--- config.mk ---
export PLATFORM = sky130hd
export DESIGN_NAME = vfd_scan_capture_flat
export DESIGN_NICKNAME = d
export VERILOG_FILES = /design/src/rtl/ucom_pkg.sv /design/src/rtl/vfd_scan_capture_if.sv /design/src/rtl/vfd_scan_capture_onehot_idx.sv /design/src/rtl/vfd_scan_capture.sv /design/src/flat_wrapper.sv
export SDC_FILE = /design/constraint.sdc
export NUM_CORES = 1
export LEC_CHECK = 0
export ABC_AREA = 1
export ABC_CLOCK_PERIOD_IN_PS = 2570
export BUFFER_PORTS_ARGS = -buffer_cell sky130_fd_sc_hd__buf_2
export CORE_MARGIN = 2
export CORE_UTILIZATION = 56
export DETAILED_ROUTE_END_ITERATION = 8
export PLACE_DENSITY = 0.81
export SYNTH_ARGS = -nofsm -noshare
export SYNTH_HDL_FRONTEND = slang
export SYNTH_SLANG_ARGS = --single-unit
--- constraint.sdc ---
create_clock -name clk -period 2.57 [get_ports clk]
set_input_delay 0.514 -clock clk [delete_from_list [all_inputs] [get_ports clk]]
set_output_delay 0.514 -clock clk [all_outputs]
set_load 0.005 [all_outputs]
--- src/rtl/ucom_pkg.sv ---
// Shared constants and types for the VFD scan-capture slice: grid/segment
// widths, default timing parameters and the capture FSM state encoding.
package ucom_pkg;

  localparam int NUM_GRIDS  = 8;
  localparam int SEG_W      = 16;
  localparam int DEF_SETTLE = 4;
  localparam int DEF_DECAY  = 1024;

  typedef enum logic [1:0] {
    ST_IDLE   = 2'd0,
    ST_SETTLE = 2'd1,
    ST_HOLD   = 2'd2
  } vfd_state_e;

endpackage

--- src/rtl/vfd_scan_capture_if.sv ---
// MCU port bundle seen by the VFD scan capture block (segments, grids, readback).
// Optional keypad signals exist only when KEYPAD_EN is defined.
interface vfd_scan_capture_if;
  import ucom_pkg::*;

  logic [3:0]           prtC;
  logic [3:0]           prtD;
  logic [3:0]           prtG;
  logic [3:0]           prtH;
  logic [3:0]           prtE;
  logic [3:0]           prtF;
  logic [2:0]           rd_addr;
  logic [SEG_W-1:0]     rd_data;
  logic [NUM_GRIDS-1:0] dig_valid;
  logic                 frame;
`ifdef KEYPAD_EN
  logic [31:0]          keys;
  logic [3:0]           key_rows;
`endif

  modport master (
    output prtC, prtD, prtG, prtH, prtE, prtF, rd_addr,
    input  rd_data, dig_valid, frame
`ifdef KEYPAD_EN
    , output keys, input key_rows
`endif
  );

  modport slave (
    input  prtC, prtD, prtG, prtH, prtE, prtF, rd_addr,
    output rd_data, dig_valid, frame
`ifdef KEYPAD_EN
    , input keys, output key_rows
`endif
  );

endinterface

--- src/rtl/vfd_scan_capture_onehot_idx.sv ---
// Grid strobe decoder: bit index of the active grid plus a one-hot flag.
module onehot_idx
  import ucom_pkg::*;
(
  input  logic [NUM_GRIDS-1:0] grid,
  output logic [2:0]           idx,
  output logic                 is_onehot
);

  // Index is only meaningful when exactly one strobe is high
  always_comb begin
    idx = 3'd0;
    for (int i = 0; i < NUM_GRIDS; i++) begin
      idx = idx | (grid[i] ? 3'(i) : 3'd0);
    end
    is_onehot = (grid != 8'd0) && ((grid & (grid - 8'd1)) == 8'd0);
  end

endmodule

--- src/rtl/vfd_scan_capture.sv ---
// Captures multiplexed VFD digits from MCU port activity into a decaying buffer.
// Optional keypad row sensing is built when KEYPAD_EN is defined.
module vfd_scan_capture
  import ucom_pkg::*;
#(
  parameter int SETTLE = DEF_SETTLE,
  parameter int DECAY  = DEF_DECAY
)
(
  input logic               clk,
  input logic               reset,
  vfd_scan_capture_if.slave bus
);

  localparam int CNT_W = $clog2(SETTLE + 1);
  localparam int DEC_W = $clog2(DECAY + 1);
  // The IDLE load edge already counts as the first stable cycle
  localparam logic [CNT_W-1:0] CNT_LAST = CNT_W'((SETTLE >= 2) ? (SETTLE - 2) : 0);
  localparam logic [DEC_W-1:0] DEC_LAST = DEC_W'(DECAY - 1);
  localparam logic [DEC_W-1:0] DEC_MAX  = DEC_W'(DECAY);

  logic [NUM_GRIDS-1:0] grid_s;
  logic [SEG_W-1:0]     seg_s;
  logic [2:0]           idx_s;
  logic                 is_onehot_s;
  logic                 match_s;
  logic                 cap_s;
  logic [NUM_GRIDS-1:0] decay_hit_s;
  logic [SEG_W-1:0]     rd_next_s;

  vfd_state_e           state_r;
  logic [NUM_GRIDS-1:0] grid_snap_r;
  logic [SEG_W-1:0]     seg_snap_r;
  logic [CNT_W-1:0]     cnt_r;
  logic [SEG_W-1:0]     buf_r [NUM_GRIDS];
  logic [DEC_W-1:0]     dec_r [NUM_GRIDS];
  logic [NUM_GRIDS-1:0] valid_r;
  logic [SEG_W-1:0]     rd_data_r;
  logic                 frame_r;

  assign grid_s = {bus.prtF, bus.prtE};
  assign seg_s  = {bus.prtH, bus.prtG, bus.prtD, bus.prtC};

  onehot_idx u_onehot_idx (
    .grid      (grid_s),
    .idx       (idx_s),
    .is_onehot (is_onehot_s)
  );

  // Capture decision, decay expiry and readback forwarding
  always_comb begin
    match_s = (grid_s == grid_snap_r) && (seg_s == seg_snap_r);
    cap_s   = (state_r == ST_SETTLE) && is_onehot_s && match_s && (cnt_r >= CNT_LAST);
    for (int i = 0; i < NUM_GRIDS; i++) begin
      decay_hit_s[i] = valid_r[i] && (dec_r[i] == DEC_LAST);
    end
    if (cap_s && (idx_s == bus.rd_addr)) begin
      rd_next_s = seg_s;
    end else if (decay_hit_s[bus.rd_addr]) begin
      rd_next_s = '0;
    end else begin
      rd_next_s = buf_r[bus.rd_addr];
    end
  end

  // Stability FSM: snapshot, count matching cycles, hold until inputs move
  always_ff @(posedge clk) begin
    if (reset) begin
      state_r     <= ST_IDLE;
      grid_snap_r <= '0;
      seg_snap_r  <= '0;
      cnt_r       <= '0;
    end else begin
      case (state_r)
        ST_IDLE: begin
          if (is_onehot_s) begin
            grid_snap_r <= grid_s;
            seg_snap_r  <= seg_s;
            cnt_r       <= '0;
            state_r     <= ST_SETTLE;
          end
        end
        ST_SETTLE: begin
          if (!is_onehot_s) begin
            state_r <= ST_IDLE;
          end else if (!match_s) begin
            grid_snap_r <= grid_s;
            seg_snap_r  <= seg_s;
            cnt_r       <= '0;
          end else if (cnt_r >= CNT_LAST) begin
            cnt_r   <= '0;
            state_r <= ST_HOLD;
          end else begin
            cnt_r <= cnt_r + CNT_W'(1);
          end
        end
        ST_HOLD: begin
          if (match_s) begin
            state_r <= ST_HOLD;
          end else if (is_onehot_s) begin
            grid_snap_r <= grid_s;
            seg_snap_r  <= seg_s;
            cnt_r       <= '0;
            state_r     <= ST_SETTLE;
          end else begin
            state_r <= ST_IDLE;
          end
        end
        default: begin
          state_r <= ST_IDLE;
          cnt_r   <= '0;
        end
      endcase
    end
  end

  // Digit buffer, per-digit decay timers and registered readback; capture beats decay
  always_ff @(posedge clk) begin
    if (reset) begin
      for (int i = 0; i < NUM_GRIDS; i++) begin
        buf_r[i] <= '0;
        dec_r[i] <= '0;
      end
      valid_r   <= '0;
      rd_data_r <= '0;
      frame_r   <= 1'b0;
    end else begin
      for (int i = 0; i < NUM_GRIDS; i++) begin
        if (cap_s && (idx_s == 3'(i))) begin
          buf_r[i]   <= seg_s;
          valid_r[i] <= 1'b1;
          dec_r[i]   <= '0;
        end else if (decay_hit_s[i]) begin
          buf_r[i]   <= '0;
          valid_r[i] <= 1'b0;
          dec_r[i]   <= DEC_MAX;
        end else if (valid_r[i]) begin
          dec_r[i] <= dec_r[i] + DEC_W'(1);
        end
      end
      rd_data_r <= rd_next_s;
      frame_r   <= cap_s && (idx_s == 3'd7);
    end
  end

  assign bus.rd_data   = rd_data_r;
  assign bus.dig_valid = valid_r;
  assign bus.frame     = frame_r;

`ifdef KEYPAD_EN
  logic [3:0] key_or_s;
  logic [3:0] key_rows_r;

  // Rows of every currently strobed grid merge onto the shared return lines
  always_comb begin
    key_or_s = 4'd0;
    for (int g = 0; g < NUM_GRIDS; g++) begin
      key_or_s = key_or_s | (bus.keys[4*g +: 4] & {4{grid_s[g]}});
    end
  end

  // Registered key row sample
  always_ff @(posedge clk) begin
    if (reset) begin
      key_rows_r <= 4'd0;
    end else begin
      key_rows_r <= key_or_s;
    end
  end

  assign bus.key_rows = key_rows_r;
`endif

endmodule
--- src/flat_wrapper.sv ---
// flat-port wrapper written by rule: the top's interface ports become plain ports
module vfd_scan_capture_flat import ucom_pkg::*;
#(
  parameter int SETTLE = DEF_SETTLE,
  parameter int DECAY  = DEF_DECAY
)
  (clk, reset, bus_prtC, bus_prtD, bus_prtG, bus_prtH, bus_prtE, bus_prtF, bus_rd_addr, bus_rd_data, bus_dig_valid, bus_frame);
  vfd_scan_capture_if bus_i ();
  input logic clk;
  input logic reset;
  input wire logic [$bits(bus_i.prtC)-1:0] bus_prtC;
  input wire logic [$bits(bus_i.prtD)-1:0] bus_prtD;
  input wire logic [$bits(bus_i.prtG)-1:0] bus_prtG;
  input wire logic [$bits(bus_i.prtH)-1:0] bus_prtH;
  input wire logic [$bits(bus_i.prtE)-1:0] bus_prtE;
  input wire logic [$bits(bus_i.prtF)-1:0] bus_prtF;
  input wire logic [$bits(bus_i.rd_addr)-1:0] bus_rd_addr;
  output wire logic [$bits(bus_i.rd_data)-1:0] bus_rd_data;
  output wire logic [$bits(bus_i.dig_valid)-1:0] bus_dig_valid;
  output wire logic [$bits(bus_i.frame)-1:0] bus_frame;
  assign bus_i.prtC = bus_prtC;
  assign bus_i.prtD = bus_prtD;
  assign bus_i.prtG = bus_prtG;
  assign bus_i.prtH = bus_prtH;
  assign bus_i.prtE = bus_prtE;
  assign bus_i.prtF = bus_prtF;
  assign bus_i.rd_addr = bus_rd_addr;
  assign bus_rd_data = bus_i.rd_data;
  assign bus_dig_valid = bus_i.dig_valid;
  assign bus_frame = bus_i.frame;
  vfd_scan_capture #(.SETTLE(SETTLE), .DECAY(DECAY)) u_core (.clk(clk), .reset(reset), .bus(bus_i));
endmodule
==> key figures <==
STA
  – RSZ-0062 raised after global routing: no
  – Slew Limit Fails: 0
  – Clock Skew: 0.0195 ns
  – Final Critical Period: 2.25 ns
  – Final setup fails: 0
  – Total negative slack: 0 ns
  – Max_slew headroom: 56.3%
  – Hold Fails Final Rpt: 0
  – Worst Tran Pin Value: 0.655 ns
  – F_max: 444 MHz
  – Period utilization: 87.7%

Synthesis
  – Async S/R FF share, synth: 0%
  – Avg Cell Area, Syn: 8.98 sq um
  – Warnings, synthesis: 0
  – Synth Register Bits: 270
  – Post-synthesis net count: 1545
  – Synth area leaders: edfxtp_1 48%, nor2_1 9.0%, nand2_1 8.9%
  – Count leader, synth: nor2_1
  – Mapped cell area: 0.0135 sq mm
  – Most area-hungry cell type in the Yosys netlist: edfxtp_1
  – Top_reg_cell synth: edfxtp_1
  – Sequential area share after synthesis: 56.0%
  – Cells after synthesis: 1506
  – Post-synthesis cell type count: 40
  – Number of synthesized flops with an enable pin: 216
  – Synth top area share: 48.0%
  – Top post-synthesis cells by count: 324 x nor2_1, 320 x nand2_1, 216 x edfxtp_1

CTS
  – CTS tree: built
  – Sinks on Clock Net: 270
  – Postcts setup bufs: 0
  – CTS H-Tree Depth: 1
  – CTS Hold Bufs: 0
  – Post-CTS Resized: 0
  – Max clock buf depth: 3
  – TritonCTS buffer count: 28
  – Worst skew pair latency: 0.54 ns
  – Clk slew on worst S/H paths: 0.06 ns
  – Root Driver: clkbuf_16

Critical path
  – CP Launch Type: flop
  – Arrival @ worst endpoint: 2.50 ns
  – Reg2Reg Launch Point: u_core.seg_snap_r[13]$_SDFFE_PP0P_
  – Critical path class: flop to flop
  – Worst-path fanout max: 16
  – CP startpoint: u_core.seg_snap_r[13]$_SDFFE_PP0P_
  – Required @ worst endpoint: 2.81 ns
  – Crit. End Element: flop
  – Reg-to-reg slack, setup: 0.32 ns

Drt
  – DRC: 0
  – Starting DRT DRC Count: 977
  – Via count: 10700
  – Drt pass-1 iters: 5
  – Overall routed net length: 30.5 mm
  – Routed WL per cell: 15.7 um
  – Routed vias/inst: 5.52
  – Detail Route Antenna Nets: 0

Cells and area
  – Fill count: 1752
  – Area occupied by registers: 0.00757 sq mm
  – Post-layout util: 66.3%
  – Design Area, Final: 0.0156 sq mm
  – N_diodes: 0
  – Synth-to-layout area growth: 15.7%
  – Multi-input logic area: 0.00520 sq mm
  – Layout cells sized above 1: 15.3%
  – Final net count: 1641

Global routing
  – Overflow after GRT: 0
  – GRT Overall Usage: 23.9%
  – Initial antenna violation count: 0
  – Largest net degree at the start of global routing: 67
  – First-pass GRT wire length: 50.1 mm
  – Vias in the first global route: 10300

Floorplan
  – Initial Util: 57.3%
  – Placeable Area: 0.0236 sq mm
  – Die width: 159 um
  – Die Y: 159 um
  – Boundary pin count: 54
  – Rows: 56
  – Overall die area: 0.0254 sq mm

Min path
  – Min-delay src: bus_prtG[3]
  – Hold Crit Class: input pin to flop

Outcome
  – Status: finished clean

Flow run
  – Max Cap Viol: 0

Pwr
  – Pwr Density: 635 mW/mm^2
  – VDD IR max: 901 uV
  – Final total power: 0.00994 W
  – Pleak: 6.27 nW

Placement
  – GPL Wtd Cong: 0.923
  – Post-DP HPWL: 21.0 mm
  – Dpl cell area: 0.0147 sq mm
  – Port bufs: 53
[report_power, final]
part,total (W),internal [W],switching [W]
Sequential,0.00495,0.00487,0.0000810
Combinational,0.000767,0.000279,0.000488
Clock,0.00422,0.00255,0.00167
Total,0.00994,0.00770,0.00224
[path summary, 6_finish.rpt]
check             depth (start not counted)                            endpoint
setup / recovery                         12   u_core.buf_r[7][11]$_SDFFCE_PP0P_
hold / removal                            3  u_core.seg_snap_r[11]$_SDFFE_PP0P_
setup reg to reg                         12   u_core.buf_r[7][11]$_SDFFCE_PP0P_
hold reg to reg                           2  u_core.seg_snap_r[14]$_SDFFE_PP0P_
[cell families after synthesis]
kind of cell / after synthesis / synth area share (%)
and+or+nand+nor: 863 / 28.1
DFF: 270 / 56.0
buffers and inverters: 186 / 5.55
AOI/OAI and AO/OA: 105 / 4.83
xor gates and xnor gates: 72 / 4.66
adders and majority gates: 10 / 0.925
[per-layer routing]
layer | vias to the layer above | share of wire, % | GRT usage [%]
li1 | 5172 | - | -
met3 | 50 | 8.5 | 3.39
met4 | 0 | 1.6 | 5.08
met5 | - | 0 | 0
met1 | 5010 | 42 | 33.0
met2 | 484 | 48 | 40.4
[through the flow]
stage	hold slack, ns	setup WS, ns	std cells
3_3_place_gp	0.483	0.0858	1891
6_report	0.281	0.316	1943
3_5_place_dp	0.493	0.0192	1891
4_1_cts	0.271	0.300	1943
2_1_floorplan	0.474	0.0123	1506
5_1_grt	0.290	0.0937	1943
[registers in the layout, summed over array words and instances (netlist names)]
name,count
u_core.seg_snap_r,16
u_core.bus.frame,1
u_core.buf_r,128
u_core.dec_r,88
u_core.bus.dig_valid,8
u_core.grid_snap_r,8
u_core.bus.rd_data,16
u_core.state_r,2
u_core.cnt_r,3
[worst max-delay path, cell delays in order (launching register included)]
cell,delay (ns)
dfxtp_1,0.35
inv_1,0.05
nand2_1,0.05
nand2_1,0.05
nor2_1,0.23
nand2_1,0.09
nor2_1,0.18
nand3_4,0.13
nor2_1,0.14
buf_4,0.17
nand4_1,0.16
nand3_1,0.19
buf_12,0.17
[layout by cell type, fill, tap and decap left out, types with 2 or more instances in the layout]
master / count
o211ai_1: 4
dfxtp_1: 54
nor3_1: 7
nor2_1: 323
nor2_2: 39
clkbuf_16: 29
nand3_1: 107
xnor2_1: 29
or2_2: 5
clkinv_2: 11
o21ai_0: 33
nand4_1: 34
bufinv_16: 5
nor3b_1: 2
clkbuf_1: 2
a31oi_1: 30
buf_12: 19
inv_2: 16
ha_1: 10
buf_2: 53
o21ai_2: 3
nand2_1: 320
a22o_1: 15
nand3_2: 4
a211oi_1: 4
nand3b_1: 9
nand4_4: 5
edfxtp_1: 216
buf_4: 51
nor2_4: 2
inv_1: 105
xor2_1: 43
a21oi_1: 15
clkinv_1: 11
[cell type report]
type	instances	share of cell area (%)
clock buffer	31	4.69
clock inverter	21	1.46
inverter	129	3.11
multi-input combinational	1050	33.3
sequential	270	48.4
tap	319	2.55
timing repair buffer	123	6.57
(Power assumes the default switching activity.)
